==> src/rtl/lfsr_pkg.sv <==
// Shared constants, maximal-length tap table and parameter sanity checks
// for the parametrised LFSR generator.
package lfsr_pkg;

    localparam int MODE_FIB = 0;
    localparam int MODE_GAL = 1;

    // Builds a mask from up to four exponents; bit e-1 holds the x^e coefficient.
    function automatic logic [31:0] tap_bits(int a, int b, int c, int d);
        logic [31:0] m;
        m = '0;
        m[a-1] = 1'b1;
        m[b-1] = 1'b1;
        if (c > 0) m[c-1] = 1'b1;
        if (d > 0) m[d-1] = 1'b1;
        return m;
    endfunction

    function automatic logic [31:0] max_taps(int width);
        logic [31:0] m;
        m = '0;
        case (width)
            3:  m = tap_bits(3, 2, 0, 0);
            4:  m = tap_bits(4, 3, 0, 0);
            5:  m = tap_bits(5, 3, 0, 0);
            6:  m = tap_bits(6, 5, 0, 0);
            7:  m = tap_bits(7, 6, 0, 0);
            8:  m = tap_bits(8, 6, 5, 4);
            9:  m = tap_bits(9, 5, 0, 0);
            10: m = tap_bits(10, 7, 0, 0);
            11: m = tap_bits(11, 9, 0, 0);
            12: m = tap_bits(12, 6, 4, 1);
            13: m = tap_bits(13, 4, 3, 1);
            14: m = tap_bits(14, 5, 3, 1);
            15: m = tap_bits(15, 14, 0, 0);
            16: m = tap_bits(16, 15, 13, 4);
            17: m = tap_bits(17, 14, 0, 0);
            18: m = tap_bits(18, 11, 0, 0);
            19: m = tap_bits(19, 6, 2, 1);
            20: m = tap_bits(20, 17, 0, 0);
            21: m = tap_bits(21, 19, 0, 0);
            22: m = tap_bits(22, 21, 0, 0);
            23: m = tap_bits(23, 18, 0, 0);
            24: m = tap_bits(24, 23, 22, 17);
            25: m = tap_bits(25, 22, 0, 0);
            26: m = tap_bits(26, 6, 2, 1);
            27: m = tap_bits(27, 5, 2, 1);
            28: m = tap_bits(28, 25, 0, 0);
            29: m = tap_bits(29, 27, 0, 0);
            30: m = tap_bits(30, 6, 4, 1);
            31: m = tap_bits(31, 28, 0, 0);
            32: m = tap_bits(32, 22, 2, 1);
            default: m = '0;
        endcase
        return m;
    endfunction

    function automatic bit width_ok(int width);
        return (width >= 3) && (width <= 32);
    endfunction

    function automatic bit taps_ok(int width, logic [31:0] taps);
        return taps[width-1];
    endfunction

    function automatic bit seed_ok(logic [31:0] seed);
        return seed != '0;
    endfunction

endpackage

==> src/rtl/lfsr_next.sv <==
// Combinational one-step advance of an LFSR state in Fibonacci or Galois form.
module lfsr_next
    import lfsr_pkg::*;
#(
    parameter int               WIDTH = 4,
    parameter int               MODE  = MODE_FIB,
    parameter logic [WIDTH-1:0] TAPS  = WIDTH'(max_taps(WIDTH))
) (
    input  logic [WIDTH-1:0] state,
    output logic [WIDTH-1:0] next
);

    generate
        if (MODE == MODE_GAL) begin : g_gal
            logic msb;
            assign msb     = state[WIDTH-1];
            assign next[0] = msb;
            // Each tapped stage folds the outgoing MSB into the shifted bit.
            for (genvar gi = 1; gi < WIDTH; gi++) begin : g_bit
                assign next[gi] = state[gi-1] ^ (msb & TAPS[gi-1]);
            end
        end else begin : g_fib
            assign next = {state[WIDTH-2:0], ^(state & TAPS)};
        end
    endgenerate

endmodule

==> src/rtl/lfsr_gen.sv <==
// LFSR generator with seed loading, zero-seed protection, wrap detection
// and a saturating period counter.
module lfsr_gen
    import lfsr_pkg::*;
#(
    parameter int               WIDTH = 4,
    parameter int               MODE  = MODE_FIB,
    parameter logic [WIDTH-1:0] TAPS  = WIDTH'(max_taps(WIDTH)),
    parameter logic [WIDTH-1:0] SEED  = WIDTH'(1)
) (
    input  logic             clk,
    input  logic             reset,
    input  logic             enable,
    input  logic             load,
    input  logic [WIDTH-1:0] seed_in,
    output logic [WIDTH-1:0] lfsr,
    output logic             serial_out,
    output logic             wrap,
    output logic             seed_err,
    output logic [WIDTH-1:0] period
);

    if (!width_ok(WIDTH)) begin : g_bad_width
        $error("lfsr_gen: WIDTH must be within 3..32");
    end
    if (!taps_ok(WIDTH, 32'(TAPS))) begin : g_bad_taps
        $error("lfsr_gen: TAPS[WIDTH-1] must be 1");
    end
    if (!seed_ok(32'(SEED))) begin : g_bad_seed
        $error("lfsr_gen: SEED must be nonzero");
    end

    logic [WIDTH-1:0] lfsr_reg;
    logic [WIDTH-1:0] active_seed_reg;
    logic [WIDTH-1:0] step_cnt_reg;
    logic [WIDTH-1:0] period_reg;
    logic             wrap_reg;
    logic             seed_err_reg;
    logic [WIDTH-1:0] step_next;
    logic [WIDTH-1:0] cnt_inc;

    lfsr_next #(
        .WIDTH (WIDTH),
        .MODE  (MODE),
        .TAPS  (TAPS)
    ) u_next (
        .state (lfsr_reg),
        .next  (step_next)
    );

    // A full cycle never exceeds 2^WIDTH-1, so saturation only guards odd TAPS.
    assign cnt_inc = (&step_cnt_reg) ? step_cnt_reg : step_cnt_reg + WIDTH'(1);

    always_ff @(posedge clk) begin
        if (reset) begin
            lfsr_reg        <= SEED;
            active_seed_reg <= SEED;
            step_cnt_reg    <= '0;
            period_reg      <= '0;
            wrap_reg        <= 1'b0;
            seed_err_reg    <= 1'b0;
        end else if (load) begin
            step_cnt_reg <= '0;
            wrap_reg     <= 1'b0;
            if (seed_in == '0) begin
                // Substitute 1 so the all-zero lock-up state is unreachable.
                lfsr_reg        <= WIDTH'(1);
                active_seed_reg <= WIDTH'(1);
                seed_err_reg    <= 1'b1;
            end else begin
                lfsr_reg        <= seed_in;
                active_seed_reg <= seed_in;
                seed_err_reg    <= 1'b0;
            end
        end else if (enable) begin
            lfsr_reg     <= step_next;
            seed_err_reg <= 1'b0;
            if (step_next == active_seed_reg) begin
                wrap_reg     <= 1'b1;
                period_reg   <= cnt_inc;
                step_cnt_reg <= '0;
            end else begin
                wrap_reg     <= 1'b0;
                step_cnt_reg <= cnt_inc;
            end
        end else begin
            wrap_reg     <= 1'b0;
            seed_err_reg <= 1'b0;
        end
    end

    assign lfsr       = lfsr_reg;
    assign serial_out = lfsr_reg[WIDTH-1];
    assign wrap       = wrap_reg;
    assign seed_err   = seed_err_reg;
    assign period     = period_reg;

endmodule
==> config.mk <==
export PLATFORM = sky130hd
export DESIGN_NAME = lfsr_gen
export DESIGN_NICKNAME = d
export VERILOG_FILES = /design/src/rtl/lfsr_pkg.sv /design/src/rtl/lfsr_next.sv /design/src/rtl/lfsr_gen.sv
export SDC_FILE = /design/constraint.sdc
export NUM_CORES = 1
export LEC_CHECK = 0
export BUFFER_PORTS_ARGS = -buffer_cell sky130_fd_sc_hd__buf_2
export CAP_MARGIN = 10
export CORE_MARGIN = 8
export CORE_UTILIZATION = 47
export CTS_CLUSTER_DIAMETER = 80
export DETAILED_ROUTE_END_ITERATION = 6
export HOLD_SLACK_MARGIN = 0.03
export PLACE_DENSITY_LB_ADDON = 0.08
export SETUP_SLACK_MARGIN = 0.5
export SLEW_MARGIN = 20
export SYNTH_ARGS = -nofsm -noshare
export SYNTH_HDL_FRONTEND = slang
export SYNTH_HIERARCHICAL = 1
export SYNTH_SLANG_ARGS = --single-unit
==> constraint.sdc <==
create_clock -name clk -period 1.55 [get_ports clk]
set_input_delay 0.155 -clock clk [delete_from_list [all_inputs] [get_ports clk]]
set_output_delay 0.155 -clock clk [all_outputs]
set_load 0.02 [all_outputs]
==> impl_metrics.csv, run 1 <==
group,metric,value,unit
run_status,status,"complete, but fails checks",
run_status,violations,"negative setup slack",
yosys,ys.flop_type,"dfxtp_1",
floorplanning,fp.dieH,59.66,um
pwr,p_total,0.9508,mW
floorplanning,dieArea,0.003559,sq mm
pwr,p_sw,0.2503,mW
sta,worst_slew_pin_slew,365.5,ps
pwr,intPower,0.7005,mW
final_layout,diodes,0,
yosys,netlist_area,895.9,sq um
routing,vias_per_cell,5.221,
grt,grt_pass1_vias,727,
routing,remaining_drc_errors,0,
clock_network,clk_latency,290,ps
sta,slew_viol_final,0,
critical_path,rrSetupSlack,-70,ps
final_layout,nNetsFinal,134,
final_layout,syn2layout_area_growth,29.47,%
routing,vias,778,
sta,relSlewSlack,75.63,%
clock_network,cts_max_level,1,
yosys,ys_warn_count,6,
yosys,synth_fa_ha_area_share,1.397,%
floorplanning,start_util,50.78,%
critical_path,r2r-end,"period[2]",
min_path,hold_path_depth,3,
critical_path,cp.required,1790,ps
sta,rsz0062_at_grt,"yes",
floorplanning,ios,19,
grt,antenna_found_initial,0,
yosys,synth_seq_cells,18,
min_path,hold_start,"seed_in[1]",
placed_design,port_buffers,18,
flow_run,maxCapViolCount,0,
sta,fin_worst_skew,9.526,ps
floorplanning,core,0.001764,sq mm
yosys,syn_inst,102,
sta,max_freq,618.4,MHz
clock_network,clock_sinks,18,
clock_network,cts_buffers,3,
routing,avgRoutedWirePerCell,13.83,um
grt,grt_max_degree,19,
routing,antenna_left,0,
final_layout,drive_gt1_share,38.71,%
yosys,ys_types,34,
clock_network,cts_tree,"built",
floorplanning,die_w,59.66,um
clock_network,path_clk_slew,110,ps
critical_path,cp-end-kind,"register",
sta,hold_viol_final,0,
yosys,synth_top_family_by_area,"simple AND/OR/NAND/NOR gates",
critical_path,r2r_cells,5,
yosys,syn_area_per_cell,8.783,sq um
sta,hold_ws,126.0,ps
min_path,holdPathEnd,"active_seed_reg[1]",
routing,drt_iter0_markers,24,
grt,grt-ovfl-total,0,
pwr,power_frac_clock,30.6,%
final_layout,fillCellCount,150,
clock_network,postCtsHoldBufs,0,
final_layout,ff_latch_area,372.9,sq um
yosys,synth-compound-area-share,16.34,%
clock_network,cts_buffer_depth,2,
critical_path,worstSetupPathType,"reg2reg",
critical_path,cp-start-kind,"register",
sta,setup_viol,2,
critical_path,crit_fanout,4,
yosys,synth_simple_gate_area_share,21.23,%
pwr,switching_share,26.32,%
yosys,synth_enable_flop_cells,0,
min_path,hp-class,"in2reg",
critical_path,r2r_start,"lfsr[2]",
routing,first_pass_iters,4,
yosys,synth_fp_nets,111,
pwr,power_frac_seq,52.1,%
grt,grt_pass1_wl,3312,um
pwr,power.density,819.8,mW/mm^2
floorplanning,num_rows,15,
placed_design,place_hpwl,1397,um
yosys,synth-xor-area-share,5.866,%
sta,period_share,104.3,%
critical_path,arrival,1850,ps
sta,fin_tns_setup,-89.14,ps
critical_path,crit_start,"lfsr[2]",
sta,fin_crit,1617,ps
routing,drt-total-wl,2061,um
pwr,vdd_drop_max,0.0004606,V
sta,fin_ws,-67.14,ps
yosys,ys_async_sr_fraction,0,%
clock_network,clock-root-buffer,"clkbuf_4",
grt,grtUsageTotal,11.99,%
final_layout,multi_input_area,529.3,sq um
yosys,ys_seq_area_share,40.22,%
pwr,leakage,0.4773,nW
placed_design,gp_congestion,0.7793,
yosys,muxShareOfSynthArea,7.821,%
pwr,power_frac_comb,17.4,%
[metrics by stage]
step	instances	utilization [%]	instance area, sq um	worst slack [ps]
global route	149	65.74	1160	-110.3
global placement	142	59.79	1055	51.61
detailed placement	142	59.79	1055	-12.21
floorplan	102	-	933.4	128.3
finish	149	65.74	1160	-67.14
CTS	148	63.83	1126	-28.53
[metal layers]
layer | vias to the layer above | global-route usage, % | wire length, um | part of all wire [%]
li1 | 407 | - | - | -
met1 | 354 | 16.21 | 1131 | 55
met2 | 15 | 18.15 | 865 | 42
met3 | 2 | 2.570 | 49 | 2.4
met4 | 0 | 4.082 | 14 | 0.68
met5 | - | 0 | 0 | 0
[how the worst max path moves through the flow]
stage	cells after the start	slack, ps	to
global route	5	-110	period[2]
finish	5	-70	period[2]
detailed placement	5	-10	period[3]
CTS	5	-30	period[2]
floorplan	5	130	period[2]
global placement	5	50	period[2]
[worst max-delay path, cell delays in order, from the launching register on]
cell	delay [ps]
dfxtp_4	360
xor2_2	180
xnor2_1	160
nand4_1	170
or4_1	570
a21oi_2	130
[cells in the final DEF, fill, tap and decap left out, types with 2 or more instances in the layout]
| cell | netlist | final |
|---|---|---|
| buf_6 | 0 | 3 |
| dfxtp_2 | 0 | 4 |
| or3_1 | 2 | 2 |
| a31oi_1 | 2 | 2 |
| dfxtp_1 | 18 | 12 |
| mux2i_1 | 7 | 7 |
| buf_2 | 3 | 17 |
| clkbuf_4 | 0 | 3 |
| o21ai_0 | 7 | 3 |
| nor2b_1 | 5 | 5 |
| nand4_1 | 2 | 2 |
| nand2b_1 | 3 | 3 |
| dfxtp_4 | 0 | 2 |
| buf_4 | 4 | 9 |
| xnor2_1 | 5 | 5 |
| a21oi_1 | 6 | 5 |
| nand3_2 | 0 | 3 |
| o21ai_1 | 0 | 3 |
| nor3_1 | 3 | 3 |
| nor2_1 | 10 | 10 |
[power groups by stage]
stage	clock network (mW)	logic, mW	registers [mW]
global route	0.312	0.180	0.497
finish	0.291	0.165	0.495
floorplan	0	0.0919	0.515
detailed placement	0	0.144	0.506
global placement	0	0.144	0.505
CTS	0.294	0.155	0.495
[Yosys cell counts (all sizes together), types with 2 or more instances]
cell     n  area [sq um]
a21oi    6         30.03
nand4    2         12.51
dfxtp   18         360.4
xnor2    5         43.79
nor2    10         37.54
nand2b   3         18.77
a311oi   2         17.52
clkbuf   3         11.26
nor2b    5         31.28
o21ai    7         35.03
nor3     3         15.01
nand3    3         15.01
mux2i    7         70.07
a31oi    2         12.51
buf      8         48.79
or3      2         12.51
[kinds of logic (layout without fill, tap and decap cells)]
family                     Yosys count  in the layout
and+or+nand+nor                     35             35
DFF                                 18             18
muxes                                7              7
adders and majority gates            1              1
xor gates and xnor gates             6              6
AOI/OAI and AO/OA                   23             23
buffers and inverters               12             34
[what timing repair did]
item                                    CTS  global route
resized for setup                         5            10
pin swaps                                 4             3
endpoints found under the setup margin   10            10
buffers inserted                          2             1
[area by class of cell]
type | count | share of cell area (%)
multi-input cells | 72 | 45.63
well taps | 25 | 2.697
repair buffers | 29 | 16.07
clock buffers | 4 | 3.128
flip-flops and latches | 18 | 32.15
inverters | 1 | 0.3236
Power figures use the tool's default switching activity.
==> inputs of run 2 (changes only) <==
--- a/config.mk
+++ b/config.mk
@@ -5,11 +5,13 @@
 export SDC_FILE = /design/constraint.sdc
 export NUM_CORES = 1
 export LEC_CHECK = 0
+export ABC_AREA = 1
 export BUFFER_PORTS_ARGS = -buffer_cell sky130_fd_sc_hd__buf_2
 export CAP_MARGIN = 10
 export CORE_MARGIN = 8
 export CORE_UTILIZATION = 47
 export CTS_CLUSTER_DIAMETER = 80
+export CTS_CLUSTER_SIZE = 40
 export DETAILED_ROUTE_END_ITERATION = 6
 export HOLD_SLACK_MARGIN = 0.03
 export PLACE_DENSITY_LB_ADDON = 0.08
==> run 2 against run 1 <==
Net effect:
- the run now ends clean
- sequential share of layout area shrank 0.28 points
- count of clock-buffer cells in the layout stayed put
- synthesized cell count increased by 39%
- first-iteration DRC count is 38% higher
- clock skew down 7.0 ps
- total power grew 1.9%
- highest routed layer unchanged
==> impl_metrics.csv, run 2 <==
group,metric,value,unit
grt,antenna_found_initial,0,
pwr,power_frac_clock,29.3,%
yosys,synth.top_cells.by_area,"dfxtp_1 37%, nand2_1 17%, inv_1 9.3%",
pwr,power_frac_seq,51.1,%
routing,avgRoutedWirePerCell,10.50,um
routing,remaining_drc_errors,0,
clock_network,clock-root-buffer,"clkbuf_4",
final_layout,drive_gt1_share,36.59,%
grt,grt_pass1_vias,796,
critical_path,cp.required,1740,ps
final_layout,diodes,0,
clock_network,postCtsHoldBufs,0,
min_path,hp-class,"in2reg",
clock_network,clock_sinks,18,
grt,grt_pass1_wl,3429,um
yosys,syn_area_per_cell,6.811,sq um
placed_design,gp_congestion,0.8595,
sta,fin_crit,1254,ps
clock_network,path_clk_slew,100,ps
sta,relSlewSlack,82.31,%
routing,vias,886,
yosys,synth_fp_nets,151,
yosys,netlist_area,967.2,sq um
placed_design,dp_slack,299.6,ps
yosys,synth.most_common_cell,"nand2_1",
pwr,intPower,0.6935,mW
sta,setup_viol,0,
critical_path,arrival,1450,ps
routing,drt-total-wl,2006,um
clock_network,clk_latency,280,ps
critical_path,worstSetupPathType,"reg2reg",
yosys,synth_top_area_cell,"dfxtp_1",
yosys,ys_async_sr_fraction,0,%
clock_network,cts_buffers,3,
yosys,synth_enable_flop_cells,0,
pwr,power.density,811.9,mW/mm^2
floorplanning,ios,19,
clock_network,cts_tree,"built",
sta,rsz0062_at_grt,"yes",
sta,worst_slew_pin_slew,264.6,ps
critical_path,cp-start-kind,"register",
yosys,synth_seq_cells,18,
routing,drt_iter0_markers,33,
critical_path,crit_fanout,7,
floorplanning,num_rows,16,
routing,vias_per_cell,4.639,
grt,grt_max_degree,11,
sta,fin_worst_skew,2.575,ps
yosys,ys_types,24,
grt,grtUsageTotal,11.79,%
floorplanning,die_w,61.37,um
yosys,synth_common_cells,"43 x nand2_1, 24 x inv_1, 18 x dfxtp_1",
final_layout,final_common_cell,"nand2_1",
yosys,ys_seq_area_share,37.26,%
critical_path,cp-end-kind,"register",
pwr,p_sw,0.2756,mW
floorplanning,dieArea,0.003766,sq mm
final_layout,layout_common_cells,"38 x nand2_1, 21 x inv_1, 17 x buf_2, 12 x dfxtp_1, 11 x nor2_1",
yosys,ys.flop_type,"dfxtp_1",
final_layout,syn2layout_area_growth,23.41,%
sta,period_share,80.90,%
yosys,yosysTopAreaCellShare,37.26,%
pwr,leakage,0.5798,nW
routing,antenna_left,0,
clock_network,cts_max_level,1,
flow_run,maxCapViolCount,0,
floorplanning,core,0.001962,sq mm
sta,slew_viol_final,0,
placed_design,port_buffers,18,
clock_network,cts_buffer_depth,2,
sta,fin_tns_setup,0,ps
sta,hold_viol_final,0,
sta,fin_ws,296.1,ps
grt,grt-ovfl-total,0,
yosys,syn_inst,142,
floorplanning,fp.dieH,61.37,um
placed_design,place_hpwl,1488,um
sta,max_freq,797.5,MHz
pwr,power_frac_comb,19.6,%
yosys,ys_warn_count,6,
routing,first_pass_iters,4,
pwr,switching_share,28.44,%
final_layout,nNetsFinal,174,
floorplanning,start_util,49.30,%
run_status,status,"finished clean",
pwr,vdd_drop_max,0.0006148,V
## run 2: cell types whose count changed after synthesis, sizes merged, moves of 3 or more
cell    before  now
nand3        3    7
o21ai        7    3
clkbuf       3    0
nand2        1   47
nor2b        5    0
o22ai        0    3
inv          1   30
nor2        10   14
mux2i        7    0
xnor2        5    0
nand2b       3    0
buf          8    4
o211ai       0    4
## run 2: per-layer routing
| metal | vias to the layer above | GRT usage (%) | part of all wire, % |
|---|---|---|---|
| li1 | 479 | - | - |
| met1 | 388 | 15.29 | 47 |
| met2 | 17 | 18.51 | 46 |
| met3 | 2 | 2.923 | 6.0 |
| met4 | 0 | 3.896 | 0.65 |
| met5 | - | 0 | 0 |
## run 2: layout make-up
type | instances | area [sq um]
Fill cell | 185 | 768.2
Multi-Input combinational cell | 89 | 500.5
Sequential cell | 18 | 380.4
Timing Repair Buffer | 22 | 126.4
Inverter | 31 | 116.4
Clock buffer | 4 | 36.28
Tap cell | 27 | 33.78
## run 2: final timing paths
kind	startpoint	to	slack [ps]	depth (start not counted)
setup / recovery	lfsr[2]	period[0]	300	10
hold / removal	reset	wrap	110	2
setup reg to reg	lfsr[2]	period[0]	300	10
hold reg to reg	active_seed_reg[1]	active_seed_reg[1]	500	2
## run 2: cells by family after synthesis
logic type	count (synthesis)	synth area share, %
buf+inv	35	15.14
simple gates	72	35.83
fa+ha+maj	1	1.293
compound gates	15	9.573
flops	18	37.26
xor+xnor	1	0.9057
## run 2: power groups by stage
| stage | registers (mW) | clock network (mW) | logic, mW |
|---|---|---|---|
| floorplan | 0.517 | 0 | 0.122 |
| global placement | 0.506 | 0 | 0.171 |
| detailed placement | 0.507 | 0 | 0.171 |
| CTS | 0.495 | 0.298 | 0.181 |
| global route | 0.498 | 0.324 | 0.212 |
| finish | 0.495 | 0.284 | 0.190 |
## run 2: metrics by stage
step                cell area, sq um  util [%]  cells  power, mW  hold WS, ps
detailed placement              1102     56.19    183     0.6783        419.9
global route                    1194     60.84    191      1.034        100.3
finish                          1194     60.84    191     0.9691        106.3
floorplan                       1008         -    142     0.6389        227.4
CTS                             1162     59.25    190     0.9738        99.12
global placement                1102     56.19    183     0.6769        419.0
## run 2: worst max-delay path, stage by stage (launching register included)
cell and delay (ps):
dfxtp_4 370, inv_2 40, nand2_1 50, nand2_2 80, inv_2 40, nand2_2 50
nand2_2 60, nor2_4 180, nand3_4 130, nor2_1 130, nor2_1 40
## run 2: timing repair
item	in CTS	in global routing
endpoints found under the setup margin	9	10
buffers inserted	3	1
pin swaps	2	7
resized for setup	1	8
